[src/rtl/led_seq_pkg.sv]
// Shared types and constants for the LED pattern sequencer.
package led_seq_pkg;

    typedef enum logic [1:0] {
        ST_IDLE  = 2'd0,
        ST_WRITE = 2'd1,
        ST_DWELL = 2'd2,
        ST_DONE  = 2'd3
    } seq_state_e;

    typedef enum logic [1:0] {
        MODE_LOOP     = 2'd0,
        MODE_ONESHOT  = 2'd1,
        MODE_PINGPONG = 2'd2,
        MODE_RSVD     = 2'd3
    } seq_mode_e;

    localparam logic [31:0] LED_ADDR_DEFAULT = 32'hFFFF_FFFC;

endpackage

[src/rtl/led_pattern_sequencer_dwell_counter.sv]
// Dwell down-counter: loads a length, counts down while enabled and not paused,
// and flags terminal count.
module dwell_counter #(
    parameter int DWELL_W = 22
) (
    input  logic               clk,
    input  logic               reset,
    input  logic               load,
    input  logic [DWELL_W-1:0] load_val,
    input  logic               enable,
    input  logic               pause,
    output logic               zero
);

    logic [DWELL_W-1:0] count;

    always_ff @(posedge clk or posedge reset) begin
        if (reset) begin
            count <= '0;
        end else if (load) begin
            count <= load_val;
        end else if (enable && !pause && (count != '0)) begin
            count <= count - DWELL_W'(1);
        end
    end

    assign zero = (count == '0);

endmodule

[src/rtl/led_pattern_sequencer.sv]
// Steps through a small pattern table, writing each word to an MMIO LED
// register and dwelling between writes; supports loop, one-shot and ping-pong.
module led_pattern_sequencer
    import led_seq_pkg::*;
#(
    parameter int          NUM_STEPS = 6,
    parameter int          DATA_W    = 32,
    parameter int          DWELL_W   = 22,
    parameter logic [31:0] LED_ADDR  = LED_ADDR_DEFAULT
) (
    input  logic                         clk,
    input  logic                         reset,
    input  logic                         start,
    input  logic                         stop,
    input  logic                         pause,
    input  logic [1:0]                   mode,
    input  logic [DWELL_W-1:0]           dwell_cycles,
    input  logic                         cfg_we,
    input  logic [$clog2(NUM_STEPS)-1:0] cfg_idx,
    input  logic [DATA_W-1:0]            cfg_data,
    input  logic                         wr_ready,
    output logic                         mem_wren,
    output logic [31:0]                  mem_addr,
    output logic [DATA_W-1:0]            mem_wdata,
    output logic [$clog2(NUM_STEPS)-1:0] step_idx,
    output logic                         busy,
    output logic                         done
);

    localparam int                IDX_W     = $clog2(NUM_STEPS);
    localparam logic [IDX_W-1:0]  LAST_IDX  = IDX_W'(NUM_STEPS - 1);
    localparam logic [IDX_W:0]    STEPS_EXT = (IDX_W + 1)'(NUM_STEPS);

    seq_state_e         state, state_n;
    seq_mode_e          mode_lat, mode_n;
    logic               dir_down, dir_n;
    logic [IDX_W-1:0]   step_n;
    logic [DWELL_W-1:0] dwell_lat, dwell_n;
    logic               wren_n;
    logic [DATA_W-1:0]  wdata_n;
    logic               cnt_load, cnt_zero;
    logic [DATA_W-1:0]  table_q [NUM_STEPS];

    dwell_counter #(.DWELL_W(DWELL_W)) u_dwell (
        .clk      (clk),
        .reset    (reset),
        .load     (cnt_load),
        .load_val (dwell_lat),
        .enable   (state == ST_DWELL),
        .pause    (pause),
        .zero     (cnt_zero)
    );

    always_ff @(posedge clk or posedge reset) begin
        if (reset) begin
            for (int i = 0; i < NUM_STEPS; i++) table_q[i] <= '0;
        end else if (cfg_we && ({1'b0, cfg_idx} < STEPS_EXT)) begin
            table_q[cfg_idx] <= cfg_data;
        end
    end

    always_ff @(posedge clk or posedge reset) begin
        if (reset) begin
            state     <= ST_IDLE;
            mode_lat  <= MODE_LOOP;
            dwell_lat <= '0;
            dir_down  <= 1'b0;
            step_idx  <= '0;
            mem_wren  <= 1'b0;
            mem_wdata <= '0;
        end else begin
            state     <= state_n;
            mode_lat  <= mode_n;
            dwell_lat <= dwell_n;
            dir_down  <= dir_n;
            step_idx  <= step_n;
            mem_wren  <= wren_n;
            mem_wdata <= wdata_n;
        end
    end

    always_comb begin
        state_n  = state;
        mode_n   = mode_lat;
        dwell_n  = dwell_lat;
        dir_n    = dir_down;
        step_n   = step_idx;
        wren_n   = mem_wren;
        wdata_n  = mem_wdata;
        cnt_load = 1'b0;

        if (stop) begin
            state_n = ST_IDLE;
            wren_n  = 1'b0;
        end else begin
            case (state)
                ST_IDLE, ST_DONE: begin
                    if (start) begin
                        mode_n  = seq_mode_e'(mode);
                        dwell_n = dwell_cycles;
                        step_n  = '0;
                        dir_n   = 1'b0;
                        state_n = ST_WRITE;
                        wren_n  = 1'b1;
                    end
                end
                ST_WRITE: begin
                    if (wr_ready) begin
                        state_n  = ST_DWELL;
                        wren_n   = 1'b0;
                        cnt_load = 1'b1;
                    end
                end
                ST_DWELL: begin
                    if (!pause && cnt_zero) begin
                        state_n = ST_WRITE;
                        wren_n  = 1'b1;
                        case (mode_lat)
                            MODE_ONESHOT: begin
                                if (step_idx == LAST_IDX) begin
                                    state_n = ST_DONE;
                                    wren_n  = 1'b0;
                                end else begin
                                    step_n = step_idx + IDX_W'(1);
                                end
                            end
                            // Turn around at either end without repeating the end step.
                            MODE_PINGPONG: begin
                                if (!dir_down) begin
                                    if (step_idx == LAST_IDX) begin
                                        dir_n  = 1'b1;
                                        step_n = step_idx - IDX_W'(1);
                                    end else begin
                                        step_n = step_idx + IDX_W'(1);
                                    end
                                end else begin
                                    if (step_idx == '0) begin
                                        dir_n  = 1'b0;
                                        step_n = step_idx + IDX_W'(1);
                                    end else begin
                                        step_n = step_idx - IDX_W'(1);
                                    end
                                end
                            end
                            default: begin
                                step_n = (step_idx == LAST_IDX) ? '0 : step_idx + IDX_W'(1);
                            end
                        endcase
                    end
                end
                default: state_n = ST_IDLE;
            endcase
        end

        // The word is captured on WRITE entry so later table writes cannot disturb it.
        if ((state_n == ST_WRITE) && (state != ST_WRITE)) begin
            wdata_n = table_q[step_n];
        end
    end

    assign mem_addr = LED_ADDR;
    assign busy     = (state == ST_WRITE) || (state == ST_DWELL);
    assign done     = (state == ST_DONE);

endmodule

[config.mk]
export PLATFORM = sky130hd
export DESIGN_NAME = led_pattern_sequencer
export DESIGN_NICKNAME = d
export VERILOG_FILES = /design/src/rtl/led_seq_pkg.sv /design/src/rtl/led_pattern_sequencer_dwell_counter.sv /design/src/rtl/led_pattern_sequencer.sv
export SDC_FILE = /design/constraint.sdc
export NUM_CORES = 1
export LEC_CHECK = 0
export CAP_MARGIN = 30
export CORE_ASPECT_RATIO = 1.1
export CORE_MARGIN = 2
export CORE_UTILIZATION = 52
export CTS_CLUSTER_SIZE = 16
export DETAILED_ROUTE_END_ITERATION = 12
export GPL_TIMING_DRIVEN = 1
export PLACE_DENSITY = 0.77
export SKIP_CTS_REPAIR_TIMING = 1
export SLEW_MARGIN = 20
export SYNTH_ARGS = -nofsm -noshare
export SYNTH_HDL_FRONTEND = slang
export SYNTH_HIERARCHICAL = 1
export SYNTH_SLANG_ARGS = --single-unit
export TNS_END_PERCENT = 5
[constraint.sdc]
create_clock -name clk -period 10.7 [get_ports clk]
set_input_delay 3.21 -clock clk [delete_from_list [all_inputs] [get_ports clk]]
set_output_delay 3.21 -clock clk [all_outputs]
set_load 0.02 [all_outputs]
# Word-level counts from Yosys, hierarchy flattened
# Cells that the tools add are included.
# totals
word_cells	98
output_inout_bits	70
input_bits	66
register_bits	277
# classes
n_reduce_logical	18
bitwise_logic	3
n_lt_le_gt_ge	4
n_mux	42
eq_ne	14
addsub	3
# op_table
operator	n
bitwise mux 192 bit	1
binary-select mux 32 bit (select 3 bit)	1
demux 32 bit (select 3 bit)	1
2-to-1 mux 32 bit	3
2-to-1 mux 22 bit	2
2-to-1 mux 3 bit	8
logical NOT 22 bit	1
nonzero test 22 bit	1
subtractor 22 x 1 -> 22 bit (second input constant)	1
2-to-1 mux 1 bit	15
2-to-1 mux 2 bit	6
case mux 3 bit (2 select lines)	2
inequality test 3 bit (second input constant)	3
>= comparator 4 bit (second input constant)	2
NOT 3 -> 4 bit	2
== test 2 x 1 -> 1 bit (second input constant)	3
== test 2 bit (second input constant)	3
logical AND 1 bit	6
inequality test 2 bit (second input constant)	3
case mux 2 bit (3 select lines)	1
AND reduction 3 bit	2
AND reduction 5 bit	1
less-than comparator 4 x 1 -> 1 bit (second input constant)	1
nonzero test 2 bit	2
other kinds (13)	13

# Logic depth before layout (Yosys ltp)
# Gate-level depths: netlist (run 1).
# depth
depth_word	11
depth_mapped	17
depth_no_buf	12

# By module
# Netlist (run 1), hierarchy kept.
# modules_own_cells
module	n_inst	area_per_inst_um2	cells_each	seq_area_each_um2
led_pattern_sequencer	1	11935.2	882	6381.1
dwell_counter	1	1371.3	153	550.5

# Worst setup path before layout (run 1)
# Ideal clock, no wire load.
# synth_path
kind	input to register
from	input pause
to	register mem_wdata[29]
t_arrival_ps	4945
setup_slack_ps	5616
n_path_buf	4
t_required_ps	10562
setup_time_ps	138
stages	10
cell_sequence	nand2b_1 > buf_2 > a2111oi_0 > o32a_1 > buf_6 > buf_6 > buf_6 > mux2_4 > nand4_1 > o211ai_1
# synth_via
elab_chain_len	9
elab_cells_between_ends	14
classes_between	eq/ne: 1; mux: 9; bitwise: 1; reduce/logical: 3
# synth_lines
element	line	rtl
start, declared	led_pattern_sequencer.sv:15	input logic pause,
logical NOT 1 bit *	led_pattern_sequencer.sv:115	if (!pause && cnt_zero) begin
logical AND 1 bit *	led_pattern_sequencer.sv:115	
2-to-1 mux 3 bit	led_pattern_sequencer.sv:115	
case mux 3 bit (2 select lines)	led_pattern_sequencer.sv:96	case (state)
2-to-1 mux 3 bit	led_pattern_sequencer.sv:92	if (stop) begin
NOT 3 -> 4 bit (not written as such)	led_pattern_sequencer.sv:157	wdata_n = table_q[step_n];
binary-select mux 32 bit (select 3 bit)	led_pattern_sequencer.sv:157	
2-to-1 mux 32 bit (not written as such) (2 in a row)	led_pattern_sequencer.sv:157	
end signal, assigned	led_pattern_sequencer.sv:78	mem_wdata <= wdata_n;
end, declared	led_pattern_sequencer.sv:24	output logic [DATA_W-1:0] mem_wdata,
# Every way passes the cells marked *; elsewhere a longest branch is shown, timed or not. The select of a mux whose other input is x is not followed.
# A chain may end at the register's enable or synchronous reset.

# Final worst setup path (run 1)
# layout_path
from	input pause
to	register mem_wdata[11]
# Same word-level chain as after synthesis.

==> results of run 1 <==
Yosys cell counts (all sizes together) (9+ instances only):
master,count
buf,53
xor2,11
mux2,284
mux2i,67
nor2,18
nand4,33
inv,19
clkbuf,45
nand2b,9
o21ai,20
o211ai,38
ha,11
dfrtp,277
nand2,55
sequential cells by signal, indices dropped and copies added (netlist names):
signal and count:
mode_lat 2, mem_wdata 32, u_dwell/count 22, table_q 192, dir_down 1, state 2
step_idx 3, mem_wren 1, dwell_lat 22
cell families after synthesis:
logic type / share of synthesized area
adder cells (fa/ha/maj): 0.0103
flip-flops: 0.521
AND/OR/NAND/NOR: 0.0667
AO/OA/AOI/OAI: 0.0523
other: 0.000564
multiplexers: 0.292
buffers and inverters: 0.0475
XOR/XNOR: 0.00987
critical path: cells and delay by family:
family,cells,cell delay [ns]
and+or+nand+nor,1,0.29
buffers and inverters,2,1.15
muxes,2,0.53
AOI/OAI and AO/OA,3,1.63
final cells by class:
type,instances,area [um2],area share
flip-flops and latches,277,6930,0.444
multi-input cells,670,5880,0.376
inverters,20,82.6,0.00528
well taps,315,394,0.0252
clock buffers,34,785,0.0502
repair buffers,122,1210,0.0777
clock inverters,19,343,0.0219
power groups by stage:
stage	Combinational, mW	Sequential, mW	Clock (mW)
after floorplan	0.562	1.56	0
after global placement	0.865	1.53	0
after detailed placement	0.894	1.54	0
after CTS	0.900	1.53	1.19
after global routing	0.973	1.57	1.23
final	0.894	1.53	1.17
final timing paths:
check	start	cells past startpoint	slack [ns]	end
setup reg to reg	u_dwell/count[10]	10	5.52	mem_wdata[11]
min in group asynchronous	reset	2	3.13	u_dwell/count[21]
hold reg to reg	dwell_lat[10]	2	0.49	u_dwell/count[10]
max in group asynchronous	reset	4	6.23	table_q[14]
setup / recovery	pause	8	4.33	mem_wdata[11]
hold / removal	dwell_lat[10]	2	0.49	u_dwell/count[10]
stage by stage:
| step | instances | area [um2] | power [mW] | setup WS, ns |
|---|---|---|---|---|
| after floorplan | 1065 | 13400 | 2.12 | 0.477 |
| after global placement | 1401 | 14400 | 2.40 | 3.90 |
| after detailed placement | 1401 | 14400 | 2.44 | 3.77 |
| after CTS | 1454 | 15600 | 3.62 | 4.35 |
| after global routing | 1457 | 15600 | 3.77 | 4.14 |
| final | 1457 | 15600 | 3.59 | 4.33 |
metal layers:
| metal | global-route usage | part of all wire | vias up |
|---|---|---|---|
| met5 | 0 | 0 | - |
| met4 | 0.0626 | 0.019 | 0 |
| met2 | 0.387 | 0.50 | 183 |
| met1 | 0.285 | 0.44 | 4454 |
| li1 | - | - | 3868 |
| met3 | 0.0335 | 0.042 | 52 |
==> flow_summary_export.csv, run 1 <==
group,metric,value,unit
final_layout,antenna_cells,0,
logic_synthesis,synthFlopType,"dfrtp_1",
route,firstDrtPassIters,4,
floorplanning,rows,61,
floorplanning,chipHeight,172,um
clock_tree,clock_path_buffers,3,
logic_synthesis,synthArstFlopShare,1.00,
timing,slew_viol_final,0,
floorplanning,die_w,157,um
route,num_vias,8557,
worst_setup_path,cp_slowest_cell,"o32a_2",
final_layout,drive_gt1_frac,0.328,
clock_tree,numCtsBuffers,29,
route,drc,0,
global_routing,grt_pass1_wl,47.0,mm
outcome,outcome,"finished, final reports clean",
clock_tree,clkSinkCount,277,
logic_synthesis,synth_area_leaders,"dfrtp_1 (52%), mux2_2 (24%), mux2i_1 (5.0%)",
final_layout,final_core_util,0.621,
timing,fmax,0.157,GHz
worst_setup_path,cp.arrival,6.84,ns
timing,tightestPinTransition,0.969,ns
global_routing,first_global_vias,8894,
global_routing,grt_usage,0.221,
power_and_ir_drop,p_sw,1.04,mW
power_and_ir_drop,power_density,230,nW/um2
final_layout,layout_common_cells,"mux2_2 (280), dfrtp_1 (277), clkdlybuf4s50_1 (103), mux2i_1 (67), nand2_1 (54)",
logic_synthesis,syn_area,13300,um2
power_and_ir_drop,switching_share,0.291,
timing,relSlewSlack,0.354,
timing,clock-skew-final,0.0125,ns
logic_synthesis,synth_edf_count,0,
placed_design,port_buffers,103,
route,routed_wl,29.6,mm
logic_synthesis,synth_cell_types,59,
worst_setup_path,start_kind,"input port",
clock_tree,clock_latency,0.55,ns
timing,rsz0062_at_grt,"no",
placed_design,hpwl,17.4,mm
final_layout,nets,1197,
logic_synthesis,syn_inst,1035,
route,routed_via_density,5.87,
flow_run,maxCapViolCount,0,
worst_setup_path,critical_path_class,"input port to flop",
floorplanning,core,25200,um2
placed_design,globalplace.congestion,0.764,
floorplanning,die_area,26900,um2
logic_synthesis,yosysWarnings,6,
logic_synthesis,yosys.area.top_type,"dfrtp_1",
worst_setup_path,worst-path-max-fanout,40,
clock_tree,path_clk_slew,0.06,ns
power_and_ir_drop,leakage,6.90,nW
timing,whs,0.486,ns
final_layout,mostFrequentLayoutCell,"mux2_2",
final_layout,num-fill-cells,1929,
logic_synthesis,syn-mean-instance-area,12.9,um2
logic_synthesis,synth_top_area_share,0.521,
worst_setup_path,max_stage_delay,0.91,ns
timing,setup_viol,0,
worst_hold_path,hold_class,"flop to flop",
clock_tree,cts-root-buf,"clkbuf_16",
power_and_ir_drop,pwr-share-comb,0.249,
logic_synthesis,ys_ff_latch,277,
power_and_ir_drop,ir_drop,0.000129,V
power_and_ir_drop,internal_power,2.55,mW
worst_setup_path,cp_cell_sequence,"clkdlybuf4s50_1 -> nand2b_1 -> a2111oi_0 -> o32a_2 -> buf_4 -> mux2i_1 -> mux2_2 -> o211ai_1",
floorplanning,num_io_pins,136,
clock_tree,ctsHtreeMaxLevel,1,
power_and_ir_drop,clockPowerShare,0.325,
floorplanning,initial_core_util,0.528,
route,antenna_left,0,
global_routing,antenna_found_initial,0,
worst_setup_path,cp.required,11.17,ns
timing,hold_viol,0,
route,drt_iter0_drc,377,
clock_tree,cts_tree,"yes",
timing,min_period,6.37,ns
global_routing,gr-total-overflow,0,
power_and_ir_drop,pwr-share-seq,0.426,
route,wire_per_inst,20.3,um
global_routing,grt_start_max_net_pins,107,
timing,fin_crit_sh,0.595,
timing,setup_tns,0,ns
logic_synthesis,seq_area_frac_synth,0.521,
final_layout,syn2layout_area_growth,17.5,%
worst_setup_path,critPathCaptureType,"flop",
Note: power is estimated with default switching activity, not from simulation.
==> inputs of run 2 (changes only) <==
--- a/config.mk
+++ b/config.mk
@@ -8,11 +8,11 @@
 export CAP_MARGIN = 30
 export CORE_ASPECT_RATIO = 1.1
 export CORE_MARGIN = 2
-export CORE_UTILIZATION = 52
+export CORE_UTILIZATION = 57
 export CTS_CLUSTER_SIZE = 16
 export DETAILED_ROUTE_END_ITERATION = 12
 export GPL_TIMING_DRIVEN = 1
-export PLACE_DENSITY = 0.77
+export PLACE_DENSITY = 0.8
 export SKIP_CTS_REPAIR_TIMING = 1
 export SLEW_MARGIN = 20
 export SYNTH_ARGS = -nofsm -noshare
==> constraint.sdc (replaced) <==
create_clock -name clk -period 5.9 [get_ports clk]
set_input_delay 1.77 -clock clk [delete_from_list [all_inputs] [get_ports clk]]
set_output_delay 1.77 -clock clk [all_outputs]
set_load 0.02 [all_outputs]
==> run 2 against run 1 <==
Effect of this change: via count is 0.53% lower; register-to-register slack worse by 4.2 ns; core utilization is 5.4 points higher; count of clock-buffer cells in the layout is 4 higher; global-route usage is 2.1 points higher; critical endpoint is now mem_wdata[14]; largest power group unchanged.
==> flow_summary_export.csv, run 2 (synthesis results as in run 1) <==
group,metric,value,unit
outcome,outcome,"finished, final reports clean",
clock_tree,numCtsBuffers,28,
worst_setup_path,critical_path_class,"flop to flop",
global_routing,met1_usage,0.318,
global_routing,grt_usage,0.242,
final_layout,syn2layout_area_growth,16.2,%
final_layout,antenna_cells,0,
worst_setup_path,critPathCaptureType,"flop",
power_and_ir_drop,leakage,6.83,nW
final_layout,final_area,15500,um2
worst_setup_path,rrSetupSlack,1.32,ns
worst_setup_path,max_stage_delay,0.60,ns
global_routing,grt_start_max_net_pins,153,
floorplanning,initial_core_util,0.580,
final_layout,final_core_util,0.674,
final_layout,instances_no_fill,1437,
global_routing,first_global_vias,8942,
route,antenna_left,0,
global_routing,gr-total-overflow,0,
route,drc,0,
worst_setup_path,worst-path-max-fanout,80,
global_routing,grt_use_met3,0.0311,
placed_design,placed_cells,1386,
route,firstDrtPassIters,5,
clock_tree,clock_latency,0.54,ns
route,num_vias,8512,
placed_design,hpwl,16.9,mm
final_layout,nets,1194,
timing,hold_viol,0,
floorplanning,rows,58,
worst_setup_path,critPathTopFamily,"simple AND/OR/NAND/NOR gates",
timing,min_period,4.58,ns
timing,whs,0.483,ns
timing,rsz0062_at_grt,"no",
timing,fmax,0.218,GHz
timing,slew_viol_final,0,
worst_setup_path,cp_cell_sequence,"inv_1 -> ha_1 -> or3b_2 -> or3_1 -> nor2_1 -> nand2b_1 -> a2111oi_0 -> o32a_2 -> buf_12 -> mux2_2 -> nand4_1 -> o211ai_1",
floorplanning,chipHeight,164,um
power_and_ir_drop,total_power,6.29,mW
route,wire_per_inst,20.1,um
timing,clock-skew-final,0.0107,ns
placed_design,place_ws,1.02,ns
global_routing,gr-max-usage-layer,"met2",
worst_setup_path,path_buf_inv,2,
worst_hold_path,hold_class,"flop to flop",
worst_setup_path,cp.arrival,4.98,ns
global_routing,grt_pass1_wl,47.3,mm
placed_design,dpl_cell_area,14500,um2
clock_tree,cts-root-buf,"clkbuf_16",
final_layout,reg_top3,"table_q x192, mem_wdata x32",
timing,layout_setup_ws,1.32,ns
final_layout,mostFrequentLayoutCell,"mux2_2",
clock_tree,path_clk_slew,0.06,ns
timing,fin_crit_sh,0.777,
global_routing,antenna_found_initial,0,
power_and_ir_drop,power_density,407,nW/um2
global_routing,grt.met2_usage,0.426,
route,routed_wl,28.9,mm
placed_design,globalplace.congestion,0.800,
clock_tree,clock_path_buffers,3,
floorplanning,num_io_pins,136,
route,routed_via_density,5.92,
route,drt_iter0_drc,422,
floorplanning,die_area,24600,um2
final_layout,top_register,"table_q",
clock_tree,cts_tree,"yes",
floorplanning,core,22900,um2
clock_tree,clkSinkCount,277,
final_layout,layout_common_cells,"mux2_2 (280), dfrtp_1 (277), clkdlybuf4s50_1 (103), mux2i_1 (67), nand2_1 (54)",
timing,relSlewSlack,0.387,
power_and_ir_drop,ir_drop,0.000301,V
timing,tightestPinTransition,0.916,ns
final_layout,drive_gt1_frac,0.322,
flow_run,maxCapViolCount,0,
worst_setup_path,start_kind,"flop",
worst_setup_path,cp_slowest_cell,"o32a_2",
placed_design,port_buffers,103,
floorplanning,die_w,150,um
clock_tree,ctsHtreeMaxLevel,1,
worst_setup_path,cp.required,6.30,ns
timing,setup_tns,0,ns
timing,setup_viol,0,
final_layout,largest_register_ffs,192,
run 2: changes by cell type in the layout (fill, tap and decap cells not counted), moves of 2 or more:
cell / delta
clkbuf_1: +4
bufinv_16: -4
buf_12: +2
inv_8: -2
buf_4: -3
run 2: tightest hold or removal path: stages, from the launching register on:
cell     delay [ns]
dfrtp_1        0.34
nand2_1        0.05
o21ai_0        0.06
run 2: cell type report:
cell class	instances	area, um2
flip-flops and latches	277	6930
repair buffers	120	1200
fillers	1681	7470
well taps	300	375
inverters	20	78.8
clock buffers	38	788
multi-input cells	670	5880
clock inverters	12	204
run 2: path summary, 6_finish.rpt:
| kind | from | endpoint | cells past startpoint |
|---|---|---|---|
| min in group asynchronous | reset | u_dwell/count[15] | 2 |
| worst max register to register | u_dwell/count[0] | mem_wdata[14] | 12 |
| worst min-delay path | dwell_lat[15] | u_dwell/count[15] | 2 |
| worst max-delay path | u_dwell/count[0] | mem_wdata[14] | 12 |
| worst min register to register | dwell_lat[15] | u_dwell/count[15] | 2 |
| max in group asynchronous | reset | table_q[111] | 3 |
run 2: metal layers:
layer	share of wire	routed length, um	vias up
met5	0	0	-
met4	0.022	629	0
met3	0.046	1340	48
met2	0.51	14700	210
met1	0.42	12300	4411
li1	-	-	3843
run 2: power breakdown:
part	leakage, nW	internal [mW]	switching, mW	total (mW)
Combinational	3.00	0.837	0.788	1.62
Sequential	3.35	2.44	0.338	2.78
Clock	0.477	1.15	0.735	1.89
==> inputs of run 3 (changes only) <==
==> constraint.sdc (replaced) <==
create_clock -name clk -period 4.35 [get_ports clk]
set_input_delay 1.305 -clock clk [delete_from_list [all_inputs] [get_ports clk]]
set_output_delay 1.305 -clock clk [all_outputs]
set_load 0.02 [all_outputs]
==> run 3 against run 2 <==
Effect of this change: total power up 33%; critical path depth is the same; largest cell class unchanged; flip-flop and latch count did not move; first-iteration DRC count grew 24%; register-to-register slack worse by 0.71 ns.
==> flow_summary_export.csv, run 3 (synthesis results as in run 1) <==
group,metric,value,unit
worst_setup_path,start_kind,"flop",
clock_tree,clock_path_buffers,3,
route,num_vias,8604,
worst_setup_path,worst-path-max-fanout,51,
floorplanning,chipHeight,164,um
timing,relSlewSlack,0.470,
final_layout,largest_register_ffs,192,
route,drc,0,
clock_tree,clkSinkCount,277,
floorplanning,num_io_pins,136,
floorplanning,die_area,24600,um2
global_routing,met1_usage,0.319,
timing,tightestPinTransition,0.793,ns
route,firstDrtPassIters,5,
final_layout,mostFrequentLayoutCell,"mux2_2",
final_layout,drive_gt1_frac,0.332,
worst_setup_path,critPathCaptureType,"flop",
global_routing,grt.met2_usage,0.414,
global_routing,grt_pass1_wl,46.8,mm
placed_design,hpwl,17.6,mm
route,drt_iter0_drc,523,
worst_setup_path,critical_path_class,"flop to flop",
final_layout,reg_top3,"table_q x192, mem_wdata x32",
timing,fin_crit_sh,0.860,
clock_tree,numCtsBuffers,29,
route,antenna_left,0,
flow_run,maxCapViolCount,0,
clock_tree,ctsHtreeMaxLevel,1,
clock_tree,path_clk_slew,0.06,ns
placed_design,port_buffers,103,
placed_design,placed_cells,1401,
worst_setup_path,cp_slowest_cell,"or3b_2",
timing,rsz0062_at_grt,"no",
worst_setup_path,max_stage_delay,0.51,ns
worst_setup_path,path_buf_inv,2,
final_layout,final_area,15500,um2
power_and_ir_drop,leakage,6.89,nW
route,routed_via_density,5.92,
worst_setup_path,critPathTopFamily,"simple AND/OR/NAND/NOR gates",
placed_design,globalplace.congestion,0.827,
route,wire_per_inst,20.0,um
clock_tree,cts-root-buf,"clkbuf_16",
placed_design,dpl_cell_area,14600,um2
outcome,outcome,"finished, final reports clean",
timing,setup_viol,0,
power_and_ir_drop,total_power,8.34,mW
timing,clock-skew-final,0.0120,ns
worst_setup_path,cp.required,4.76,ns
route,routed_wl,29.0,mm
timing,fmax,0.267,GHz
worst_hold_path,hold_class,"flop to flop",
final_layout,antenna_cells,0,
global_routing,gr-max-usage-layer,"met2",
final_layout,nets,1210,
global_routing,grt_usage,0.240,
global_routing,gr-total-overflow,0,
timing,min_period,3.74,ns
timing,hold_viol,0,
floorplanning,die_w,150,um
global_routing,grt_use_met3,0.0314,
final_layout,final_core_util,0.677,
final_layout,syn2layout_area_growth,16.7,%
timing,slew_viol_final,0,
clock_tree,cts_tree,"yes",
final_layout,instances_no_fill,1454,
final_layout,layout_common_cells,"mux2_2 (280), dfrtp_1 (277), clkdlybuf4s50_1 (103), mux2i_1 (67), nand2_1 (55)",
clock_tree,clock_latency,0.55,ns
floorplanning,core,22900,um2
worst_setup_path,cp_cell_sequence,"inv_1 -> ha_1 -> or3b_2 -> or3_1 -> nor2_1 -> nand2b_1 -> a2111oi_0 -> o32a_2 -> buf_12 -> mux2_2 -> nand4_1 -> o211ai_1",
power_and_ir_drop,ir_drop,0.000402,V
global_routing,grt_start_max_net_pins,71,
global_routing,first_global_vias,8902,
global_routing,antenna_found_initial,0,
worst_setup_path,cp.arrival,4.15,ns
final_layout,top_register,"table_q",
final_layout,num-fill-cells,1644,
power_and_ir_drop,power_density,537,nW/um2
floorplanning,rows,58,
floorplanning,initial_core_util,0.580,
[run 3: cell count changes in the layout (fill, tap and decap cells not counted), sizes merged]
cell and change:
buf +15, bufinv -5, clkinv +5, clkbuf +2, clkinvlp -1, inv +1
[run 3: worst paths after layout]
check	slack (ns)	startpoint	end	depth (start not counted)
worst max register to register	0.61	u_dwell/count[0]	mem_wdata[17]	12
worst min-delay path	0.48	dwell_lat[0]	u_dwell/count[0]	2
worst max-delay path	0.61	u_dwell/count[0]	mem_wdata[17]	12
min in group asynchronous	1.05	reset	u_dwell/count[15]	2
worst min register to register	0.48	dwell_lat[0]	u_dwell/count[0]	2
max in group asynchronous	2.25	reset	table_q[140]	3
[run 3: cell type report]
cell class / instances / area, um2 / share of cell area
clock buffers: 40 / 837 / 0.0539
flip-flops and latches: 277 / 6930 / 0.446
clock inverters: 12 / 80.1 / 0.00516
repair buffers: 135 / 1350 / 0.0872
inverters: 20 / 78.8 / 0.00507
multi-input cells: 670 / 5880 / 0.378
well taps: 300 / 375 / 0.0242
[run 3: report_power, final]
part / total (mW) / switching [mW] / internal (mW) / leakage [nW]
combinational: 2.23 / 1.07 / 1.16 / 3.08
clock: 2.35 / 1.00 / 1.34 / 0.455
sequential: 3.77 / 0.452 / 3.31 / 3.35
[run 3: tightest hold or removal path: cells and delay by family, from the launching register on]
kind,cells,cell delay [ns]
flops,1,0.33
compound gates,1,0.06
simple gates,1,0.05
[run 3: metrics by stage]
stage                     setup TNS, ns  setup WS [ns]  hold slack (ns)
after global placement                0          0.537            0.463
after floorplan                  -79.72         -0.313            0.448
final                                 0          0.609            0.477
after global routing                  0          0.304            0.505
after CTS                             0          0.611            0.484
after detailed placement              0          0.487            0.467
[run 3: per-layer routing]
metal  up-vias  part of all wire
li1       3881                 -
met1      4439              0.42
met2       234              0.51
met3        50             0.047
met4         0             0.021
met5         -                 0
